### src/rtl/input_debouncer.sv
// Synchronizes and debounces a raw async input into a clean level with rise/fall pulses.
// Latency: dout follows a clean input change SYNC_STAGES + DEBOUNCE_CYCLES - 1 edges later.
// No backpressure; optional glitch counter enabled by INPUT_DEBOUNCER_GLITCH_COUNT_EN.
module input_debouncer #(
    parameter int SYNC_STAGES     = 2,
    parameter int DEBOUNCE_CYCLES = 16,
    parameter int CNT_W           = 8,
    parameter int GLITCH_W        = 8
) (
    input  logic                clk,
    input  logic                rst,
    input  logic                din_async,
    output logic                dout,
    output logic                rise_pulse,
    output logic                fall_pulse,
`ifdef INPUT_DEBOUNCER_GLITCH_COUNT_EN
    output logic [GLITCH_W-1:0] glitch_count,
`endif
    output logic                busy
);

    typedef enum logic [1:0] {
        IDLE_LOW  = 2'd0,
        WAIT_HIGH = 2'd1,
        IDLE_HIGH = 2'd2,
        WAIT_LOW  = 2'd3
    } state_t;

    localparam logic [CNT_W-1:0] LAST_CNT = CNT_W'(DEBOUNCE_CYCLES - 1);
    localparam bit               DIRECT   = (DEBOUNCE_CYCLES == 1);

    state_t                 state;
    logic [CNT_W-1:0]       cnt;
    logic [SYNC_STAGES-1:0] sync_q;
    logic                   sync_in;

    assign sync_in = sync_q[SYNC_STAGES-1];

    always_ff @(posedge clk) begin
        if (!rst) begin
            sync_q <= '0;
        end else begin
            sync_q <= {sync_q[SYNC_STAGES-2:0], din_async};
        end
    end

    // Single-cycle debounce bypasses the WAIT states entirely.
    always_ff @(posedge clk) begin
        if (!rst) begin
            state      <= IDLE_LOW;
            cnt        <= '0;
            dout       <= 1'b0;
            rise_pulse <= 1'b0;
            fall_pulse <= 1'b0;
        end else begin
            rise_pulse <= 1'b0;
            fall_pulse <= 1'b0;
            case (state)
                IDLE_LOW: begin
                    if (sync_in) begin
                        if (DIRECT) begin
                            state      <= IDLE_HIGH;
                            dout       <= 1'b1;
                            rise_pulse <= 1'b1;
                            cnt        <= '0;
                        end else begin
                            state <= WAIT_HIGH;
                            cnt   <= CNT_W'(1);
                        end
                    end
                end
                WAIT_HIGH: begin
                    if (!sync_in) begin
                        state <= IDLE_LOW;
                        cnt   <= '0;
                    end else if (cnt == LAST_CNT) begin
                        state      <= IDLE_HIGH;
                        dout       <= 1'b1;
                        rise_pulse <= 1'b1;
                        cnt        <= '0;
                    end else begin
                        cnt <= cnt + CNT_W'(1);
                    end
                end
                IDLE_HIGH: begin
                    if (!sync_in) begin
                        if (DIRECT) begin
                            state      <= IDLE_LOW;
                            dout       <= 1'b0;
                            fall_pulse <= 1'b1;
                            cnt        <= '0;
                        end else begin
                            state <= WAIT_LOW;
                            cnt   <= CNT_W'(1);
                        end
                    end
                end
                WAIT_LOW: begin
                    if (sync_in) begin
                        state <= IDLE_HIGH;
                        cnt   <= '0;
                    end else if (cnt == LAST_CNT) begin
                        state      <= IDLE_LOW;
                        dout       <= 1'b0;
                        fall_pulse <= 1'b1;
                        cnt        <= '0;
                    end else begin
                        cnt <= cnt + CNT_W'(1);
                    end
                end
                default: begin
                    state <= IDLE_LOW;
                    cnt   <= '0;
                    dout  <= 1'b0;
                end
            endcase
        end
    end

    assign busy = (state == WAIT_HIGH) || (state == WAIT_LOW);

`ifdef INPUT_DEBOUNCER_GLITCH_COUNT_EN
    logic glitch;

    assign glitch = ((state == WAIT_HIGH) && !sync_in) || ((state == WAIT_LOW) && sync_in);

    always_ff @(posedge clk) begin
        if (!rst) begin
            glitch_count <= '0;
        end else if (glitch && (glitch_count != '1)) begin
            glitch_count <= glitch_count + GLITCH_W'(1);
        end
    end
`endif

endmodule

### config.mk
export PLATFORM = sky130hd
export DESIGN_NAME = input_debouncer
export DESIGN_NICKNAME = d
export VERILOG_FILES = /design/src/rtl/input_debouncer.sv
export SDC_FILE = /design/constraint.sdc
export NUM_CORES = 1
export LEC_CHECK = 0
export CAP_MARGIN = 40
export CORE_MARGIN = 2
export CORE_UTILIZATION = 52
export CTS_CLUSTER_SIZE = 20
export DETAILED_ROUTE_END_ITERATION = 6
export PLACE_DENSITY = 0.75
export SYNTH_ARGS = -nofsm -noshare
export SYNTH_HDL_FRONTEND = slang
export SYNTH_SLANG_ARGS = --single-unit
### constraint.sdc
create_clock -name clk -period 1.68 [get_ports clk]
set_input_delay 0.336 -clock clk [delete_from_list [all_inputs] [get_ports clk]]
set_output_delay 0.336 -clock clk [all_outputs]
set_load 0.03 [all_outputs]
==> impl.org, run 1 <==
** Yosys
- dfxtp_1 is the most common cell in the netlist.
- Average cell area after synthesis :: 8.855 sq um
- Net count of the mapped netlist :: 82
- Count of cell types in the netlist :: 29
- Among all flip-flop cells after synthesis, the most frequent one is dfxtp_1.
- Seq/Total Area, Yosys :: 43.48%
- By area the synthesized netlist is led by dfxtp_1 43%, o21ai_0 6.5%, nand2_1 6.0%, xor2_1 5.1%, nand3_1 3.6%.
- Warnings, synthesis :: 0
- Number of enable flip-flop cells after synthesis :: 0
- For this run, asynchronously set or reset flops after synthesis account for 0%.
- Post-synth top area share :: 43.48%
- Synthesis produced 78 cells.
- Largest area contributor in the netlist :: dfxtp_1
- Counting flops and latches in the post-synthesis netlist gives 15.
- By count the netlist is led by 15 x dfxtp_1, 11 x nand2_1, 9 x o21ai_0, 5 x nand3_1, 4 x xor2_1.
- The synthesized netlist occupies a cell area of 690.7 sq um.

** Critical path
- Critical path buffer and inverter count :: 1
- Startpoint-to-endpoint class of the critical path :: reg -> out
- Worst Path Required :: 1.34 ns
- Worst Setup Start Kind :: register
- On the critical path, the stage with the largest delay is an instance of clkdlybuf4s50_1.
- For this run, the slowest stage of the critical path takes just under 0.7 ns.
- Along the worst path, the maximum fanout reaches 3.
- Data arrival time of the worst path :: 1.32 ns
- The worst setup path is captured at an output pin.
- The critical path goes through clkdlybuf4s50_1.
- Broken down by cell family, the worst path's largest delay share belongs to buffers and inverters.

** Die
- Die boundary height :: between 40 and 50 um
- Rows :: 13
- DIE AREA :: about 1600 sq um
- The initial utilization of the core area, before any placement, comes to 54.44%.
- Horizontal extent of the die :: 40.45 um
- Total I/O pin count :: 7
- The floorplan step defined a core boundary enclosing 1269 sq um.

** Timing
- Clock skew on the completed layout was measured at 0.0008089 ns.
- Setup repair after global routing left no endpoint under its margin.
- Min Clock Period, post-route :: 1.655 ns
- For the final routed database, the setup TNS stands at 0 ns.
- Static timing analysis puts the maximum clock frequency at roughly 600 MHz.
- Final hold viol count :: 0
- Worst slew pin tran :: 0.3478 ns
- In this run the tightest slew margin relative to its limit is around three quarters.
- The number of pins exceeding their max-slew limit in the final report came to 0.
- Final setup violation count :: 0
- Fin crit share :: 98.50%

** GRT
- Largest net degree at the start of global routing :: 11
- Global-route wire length before repair :: between 1.5 and 2 mm
- Overall track demand over capacity in global routing :: 19.27%
- Global routing usage on met3 :: between 3 and 4%
- Met1 usage in global routing :: 25.68%
- Remaining Overflow, GRT :: 0
- For this run, global-route usage on met2 was measured as 26.98%.
- The via count of the first global-routing pass was 461.
- Busiest metal layer after global routing :: met2
- Number of antenna violations at the first check in global routing :: 0

** Worst hold path
- In this run the worst hold path is classified as reg -> reg.

** Clock network
- TritonCTS created 3 clock buffers.
- After clock tree synthesis, the flow added hold-fix buffers numbering 0.
- Sink count of the clock tree :: 15
- The clock passes through at most 2 buffers.
- TritonCTS clock tree :: yes
- Post-CTS repair changed the size of 0 cells.
- In this run the number of H-tree levels came out at 1.
- In this run the post-CTS setup repair buffer count came out at 0.
- Clock latency on the worst-skew pair :: 0.28 ns
- Clock tree synthesis selected as its root buffer the cell clkbuf_4.
- After clock tree synthesis, the clock-pin slew on the worst setup and hold paths is 0.09 ns.

** Detailed routing
- For this run, design rule violations remaining after detail routing come to 0.
- For this block, the initial DRC count from the detailed router was 13.
- In the routed layout, each cell is associated on average with a via count of between 5 and 6.
- Across all layers, the routed design uses 548 vias.
- Routed wire per std cell :: between 10 and 15 um
- Antenna-violating nets left :: 0
- Detailed-router iteration count before antenna repair :: 4
- Routed WL :: 1.222 mm

** Status
- The flow ran to the end, and the final reports show no timing, DRC or antenna violations.

** Placed design
- The HPWL after detailed placement is 879.1 um.
- Count of buffers from port buffering :: 6
- Routability-driven placement finished with a final weighted congestion of 0.7375.

** Run
- Across the run, the number of max-cap violations was 0.

** Cells and area
- From synthesis to final layout, the design area changed by 15.22%.
- Share of layout cells above drive strength 1 :: 9.302%
- In the final layout, flip-flops and latches occupy 300.3 sq um.
- Antenna cells :: 0
- Share of the core filled with cells :: 62.72%
- Filler cell count in the final layout :: 109
- Multi-input logic area :: 364.1 sq um
- Net count of the finished layout :: ~90

** Pwr
- Leakage Power :: 0.2987 nW
- Power per standard cell area :: 778.2 nW/um^2
- The worst-case IR drop observed on VDD is approximately 0.55 mV.
## worst paths after layout
kind                            startpoint         end  slack (ns)  cells past startpoint
worst min register to register   sync_q[0]   sync_q[1]        0.45                      1
worst max-delay path                  dout        dout        0.03                      1
worst min-delay path             sync_q[0]   sync_q[1]        0.45                      1
worst max register to register      cnt[0]  fall_pulse        0.16                      4
## worst register-to-register path: stages (launching register included)
cell     delay, ns
dfxtp_1       0.40
ha_1          0.20
and3_1        0.31
nand2_1       0.17
nor4b_1       0.34
## cell type report
cell class	instances	share of cell area, %
Sequential cell	15	37.74
Timing Repair Buffer	9	10.38
Multi-Input combinational cell	57	45.75
Tap cell	15	2.358
Inverter	1	0.4717
Clock buffer	4	3.302
## flip-flops by register name (all words and copies together), names as in the netlist, named ones only
name / flops
cnt: 8
dout: 1
fall_pulse: 1
rise_pulse: 1
state: 1
sync_q: 2
## logic make-up (layout without fill, tap and decap cells)
kind of cell | Yosys count | in the layout | synth area share (%)
AO/OA/AOI/OAI | 15 | 15 | 12.86
XOR/XNOR | 6 | 6 | 7.609
adder cells (fa/ha/maj) | 1 | 1 | 1.811
buffers and inverters | 6 | 14 | 3.804
flip-flops | 15 | 15 | 43.48
multiplexers | 1 | 1 | 1.449
AND/OR/NAND/NOR | 34 | 34 | 28.99
## power by group
part / switching [mW] / internal (mW) / leakage, nW
combinational: 0.0218 / 0.0216 / 0.162
sequential: 0.00566 / 0.362 / 0.122
clock: 0.116 / 0.0923 / 0.0150
## layout by cell type (no fill, tap or decap)
cell | netlist | final
a211oi_1 | 1 | 1
a21boi_1 | 1 | 1
mux2i_1 | 1 | 1
a21oi_1 | 1 | 1
nor4_4 | 1 | 1
inv_1 | 1 | 1
clkbuf_1 | 2 | 1
nand2_1 | 11 | 11
ha_1 | 1 | 1
nand4_1 | 2 | 2
buf_4 | 0 | 3
and2_1 | 3 | 3
nor3b_2 | 1 | 1
nand3b_1 | 1 | 1
and3_1 | 2 | 2
nand3_1 | 5 | 5
clkdlybuf4s50_1 | 0 | 6
clkbuf_4 | 0 | 3
dfxtp_1 | 15 | 15
o21a_1 | 1 | 1
nor3_1 | 3 | 3
xnor2_1 | 2 | 2
nor4_1 | 1 | 1
or2_0 | 1 | 1
a41oi_1 | 1 | 1
nor4b_1 | 1 | 1
o21ai_0 | 9 | 9
nand2b_1 | 1 | 1
nor2b_1 | 1 | 1
a21boi_0 | 1 | 1
xor2_1 | 4 | 4
## routing by layer
metal	vias up	routed length (um)
li1	292	-
met1	237	622
met2	15	518
met3	4	55
met4	0	26
met5	-	0
## per-stage QoR
stage                     worst slack [ns]  cells  cell area, sq um  hold slack [ns]  total power, mW
after floorplan                     0.3685     78             690.7           0.4119           0.4012
after detailed placement            0.1723     97             769.5           0.4285           0.4187
after global routing              0.002417    101             795.8           0.4690           0.6369
after CTS                          0.01835    101             795.8           0.4530           0.6269
after global placement              0.1230     97             769.5           0.4207           0.4182
final                              0.02517    101             795.8           0.4479           0.6193
Note: power is estimated with default switching activity, not from simulation.
==> run 2, diff against run 1 <==
--- a/config.mk
+++ b/config.mk
@@ -11,4 +11,6 @@
 export CTS_CLUSTER_SIZE = 20
 export DETAILED_ROUTE_END_ITERATION = 6
+export GPL_TIMING_DRIVEN = 0
+export MAX_ROUTING_LAYER = met4
 export PLACE_DENSITY = 0.75
 export SYNTH_ARGS = -nofsm -noshare
==> constraint.sdc (replaced) <==
create_clock -name clk -period 1.68 [get_ports clk]
set_input_delay 0.42 -clock clk [delete_from_list [all_inputs] [get_ports clk]]
set_output_delay 0.42 -clock clk [all_outputs]
set_load 0.03 [all_outputs]
==> run 2 against run 1 <==
Effect of this change: clock skew grew 0.0045 ns; worst setup slack improved by 0.084 ns; via count rose by 3.5%; fmax grew 5.4%; routed wire length rose by 5.8%; sequential share of layout area shrank 0.18 points; register-to-register slack is essentially flat; cell count increased by 2.0%; sequential cell count unchanged; sequential power about the same.
==> impl.org, run 2 (synthesis results as in run 1) <==
** Critical path
- Worst Setup Start Kind :: input port
- Slowest library cell on the worst path :: clkdlybuf4s50_1
- Among the stages of the critical path, the cell type that occurs most often is nand2_1.
- The required arrival time at the worst endpoint came to 1.90 ns (+0.56 ns).
- The worst setup path is captured at a register.
- Length in cells of the worst reg-to-reg path :: 6 (+2)
- The cell family contributing the most delay on the critical path is buffers and inverters.
- The worst setup path is of the in -> reg kind.
- Critical path's largest stage delay :: 0.49 ns (-0.19 ns)
- Walking the worst path, the cells encountered are clkdlybuf4s50_1 > clkbuf_2 > nand2_1 > a211oi_1 > nand2_1 > o21ai_0.
- Setup slack, reg-to-reg :: 0.15 ns (about the same)
- R2r endpoint :: cnt[6]
- The worst endpoint data arrival time was 1.79 ns (+0.47 ns).
- The worst register-to-register path begins at cnt[0].
- The count of buffer and inverter cells on the critical path came to 2 (+1).
- The largest fanout on the critical path is 10 (+7).

** Timing
- Number of slew-limit violations in the final report :: 0 (unchanged)
- The remaining max-slew budget at the tightest pin is 67.44% (-9.2 points).
- Setup clock skew after layout :: 0.005280 ns (+0.004471 ns)
- Final hold viol count :: 0 (unchanged)
- RSZ-0062 raised after global routing :: false
- The maximum clock rate came to 636.7 MHz (+5.4%).
- The transition time of the tightest slew-check pin was 0.4867 ns (+0.1389 ns).
- Fin crit share :: 93.48% (-5.0 points)
- The final count of negative-setup-slack endpoints came to 0 (unchanged).
- Min Clock Period, post-route :: 1.571 ns (-0.08429 ns)

** Cells and area
- The number of flip-flops under the largest register name is 8 (unchanged).
- Most frequent standard cell in the layout excluding fill and tap cells :: dfxtp_1
- The final standard cell area without fillers came to 799.5 sq um (+0.47%).
- The final non-filler cell total came to 103 (+2.0%).
- Filler cell count in the final layout :: 123 (+13%)
- From synthesis to final layout, the design area changed by 15.76%.
- In the layout the commonest cells are 15 x dfxtp_1, 11 x nand2_1, 9 x o21ai_0, 5 x nand3_1, 4 x xor2_1.
- The register with the most flip-flops in the final layout is cnt.
- The number of antenna diodes was 0 (unchanged).
- The share of cells above drive strength 1 came to 10.23% (+0.92 points).
- In the final layout, the registers with the most flip-flops are cnt (8), sync_q (2).
- Net count of the finished layout :: 93 (+2.2%)

** GRT
- Remaining Overflow, GRT :: 0 (unchanged)
- Global-route wire length before repair :: 1.904 mm (-4.5%)
- Number of antenna violations at the first check in global routing :: 0 (unchanged)
- Via count of the first global-routing pass :: 471 (+2.2%)
- The maximum number of pins on one net before global-route repair came to 11 (unchanged).
- Overall track demand over capacity in global routing :: 18.80% (-0.46 points)

** Pwr
- Power per standard cell area :: 769.5 nW/um^2 (-1.1%)
- Leakage Power :: 0.3509 nW (+17%)
- VDD IR max :: 0.5797 mV (+6.3%)

** Die
- The number of rows in the core area was 13 (unchanged).
- The top-level I/O count is 7 (unchanged).
- The core region area is 1269 sq um (unchanged).
- The x dimension of the die was 40.45 um (unchanged).
- The die area is 1636 sq um (unchanged).
- Starting utilization of the core area :: 54.44% (unchanged)
- Die boundary height :: 40.45 um (unchanged)

** Placed design
- Global placer's final weighted congestion :: 0.7337 (-0.52%)
- The HPWL reported at the end of detailed placement is 922.4 um (+4.9%).
- The count of port buffers added during placement came to 6 (unchanged).
- The post-placement cell count was 99 (+2.1%).
- Cell area after placement :: 769.5 sq um (unchanged)

** Detailed routing
- The DRC violation count after routing came to 0 (unchanged).
- Routed WL :: 1.293 mm (+5.8%)
- Antenna-violating nets left :: 0 (unchanged)
- Routed wire per std cell :: 12.55 um (+3.8%)
- Avg Vias per Cell :: 5.505 (+1.5%)
- The number of DRC violations after detailed-routing iteration 0 is 4 (-9).
- Detailed-router iteration count before antenna repair :: 4 (unchanged)
- The total via count after detailed routing is 567 (+3.5%).

** Worst hold path
- Hold path start :: sync_q[0]
- Hold-critical path depth :: 1 (unchanged)
- The path with the worst hold slack has its endpoint at sync_q[1].
- Type of the most critical hold path :: reg -> reg

** Clock network
- Clock latency on the worst-skew pair :: 0.29 ns (about the same)
- H-tree Lvls :: 1 (unchanged)
- Clock buffer count from CTS :: 3 (unchanged)
- The maximum buffer depth of the clock tree came to 2 (unchanged).
- TritonCTS clock tree :: yes
- The clock-pin slew of the registers on the worst-case setup and hold paths came to 0.09 ns (about the same).
- Root buf cell :: clkbuf_4
- Number of hold-repair buffers added at the cts stage :: 0 (unchanged)
- The TritonCTS sink count came to 15 (unchanged).

** Run
- Max-cap check violation count :: 0 (unchanged)

** Status
- The flow ran to the end, and the final reports show no timing, DRC or antenna violations.
[run 2: how the worst max path moves through the flow]
stage	from	endpoint	slack, ns	cells past startpoint
floorplan	cnt[0]	cnt[4]	0.37	6
global placement	rst	cnt[4]	-0.27	6
detailed placement	rst	cnt[4]	-0.28	6
CTS	fall_pulse	fall_pulse	0.008	1
global route	rst	cnt[4]	0.03	6
finish	rst	cnt[4]	0.11	6
[run 2: worst reg2reg max path, stage by stage, from the launching register on]
cell and delay (ns):
dfxtp_1 0.36, ha_1 0.23, and3_1 0.18, buf_2 0.15
nand2_1 0.18, nand4_1 0.17, o21ai_0 0.19
[run 2: timing repair]
action,4_1_cts,5_1_grt
setup buffers,0,0
hold endpoints to repair,0,0
setup endpoints to repair,3,2
gates resized for setup,3,2
[run 2: final cells by class]
cell class                      instances  area [sq um]  share of cell area (%)
Multi-Input combinational cell         57         364.1                   45.54
Tap cell                               15         18.77                   2.347
Inverter                                1         3.754                  0.4695
Sequential cell                        15         300.3                   37.56
Timing Repair Buffer                    6         62.56                   7.825
Buffer                                  5         23.77                   2.973
Clock buffer                            4         26.28                   3.286
[run 2: layer usage]
| layer | vias to the layer above | wire length [um] | track usage [%] |
|---|---|---|---|
| met1 | 262 | 584 | 22.07 |
| met2 | 9 | 637 | 28.97 |
| met4 | 0 | 34 | 12.50 |
| li1 | 291 | - | - |
| met3 | 5 | 37 | 3.333 |
| met5 | - | 0 | - |
[run 2: where the power goes]
part | switching, mW | internal, mW | total, mW
Clock | 0.115 | 0.0924 | 0.208
Combinational | 0.0236 | 0.0184 | 0.0419
Sequential | 0.00386 | 0.362 | 0.366
[run 2: stage by stage]
step	utilization (%)	setup TNS (ns)	total power, mW	hold WS (ns)	setup WS [ns]
final	63.02	0	0.6152	0.4549	0.1095
after global routing	63.02	0	0.6358	0.4814	0.02819
after CTS	62.62	0	0.6132	0.4549	0.008285
after detailed placement	60.65	-0.6083	0.4176	0.4204	-0.2815
after global placement	60.65	-0.5570	0.4168	0.4245	-0.2657
after floorplan	-	0	0.4012	0.4119	0.3685
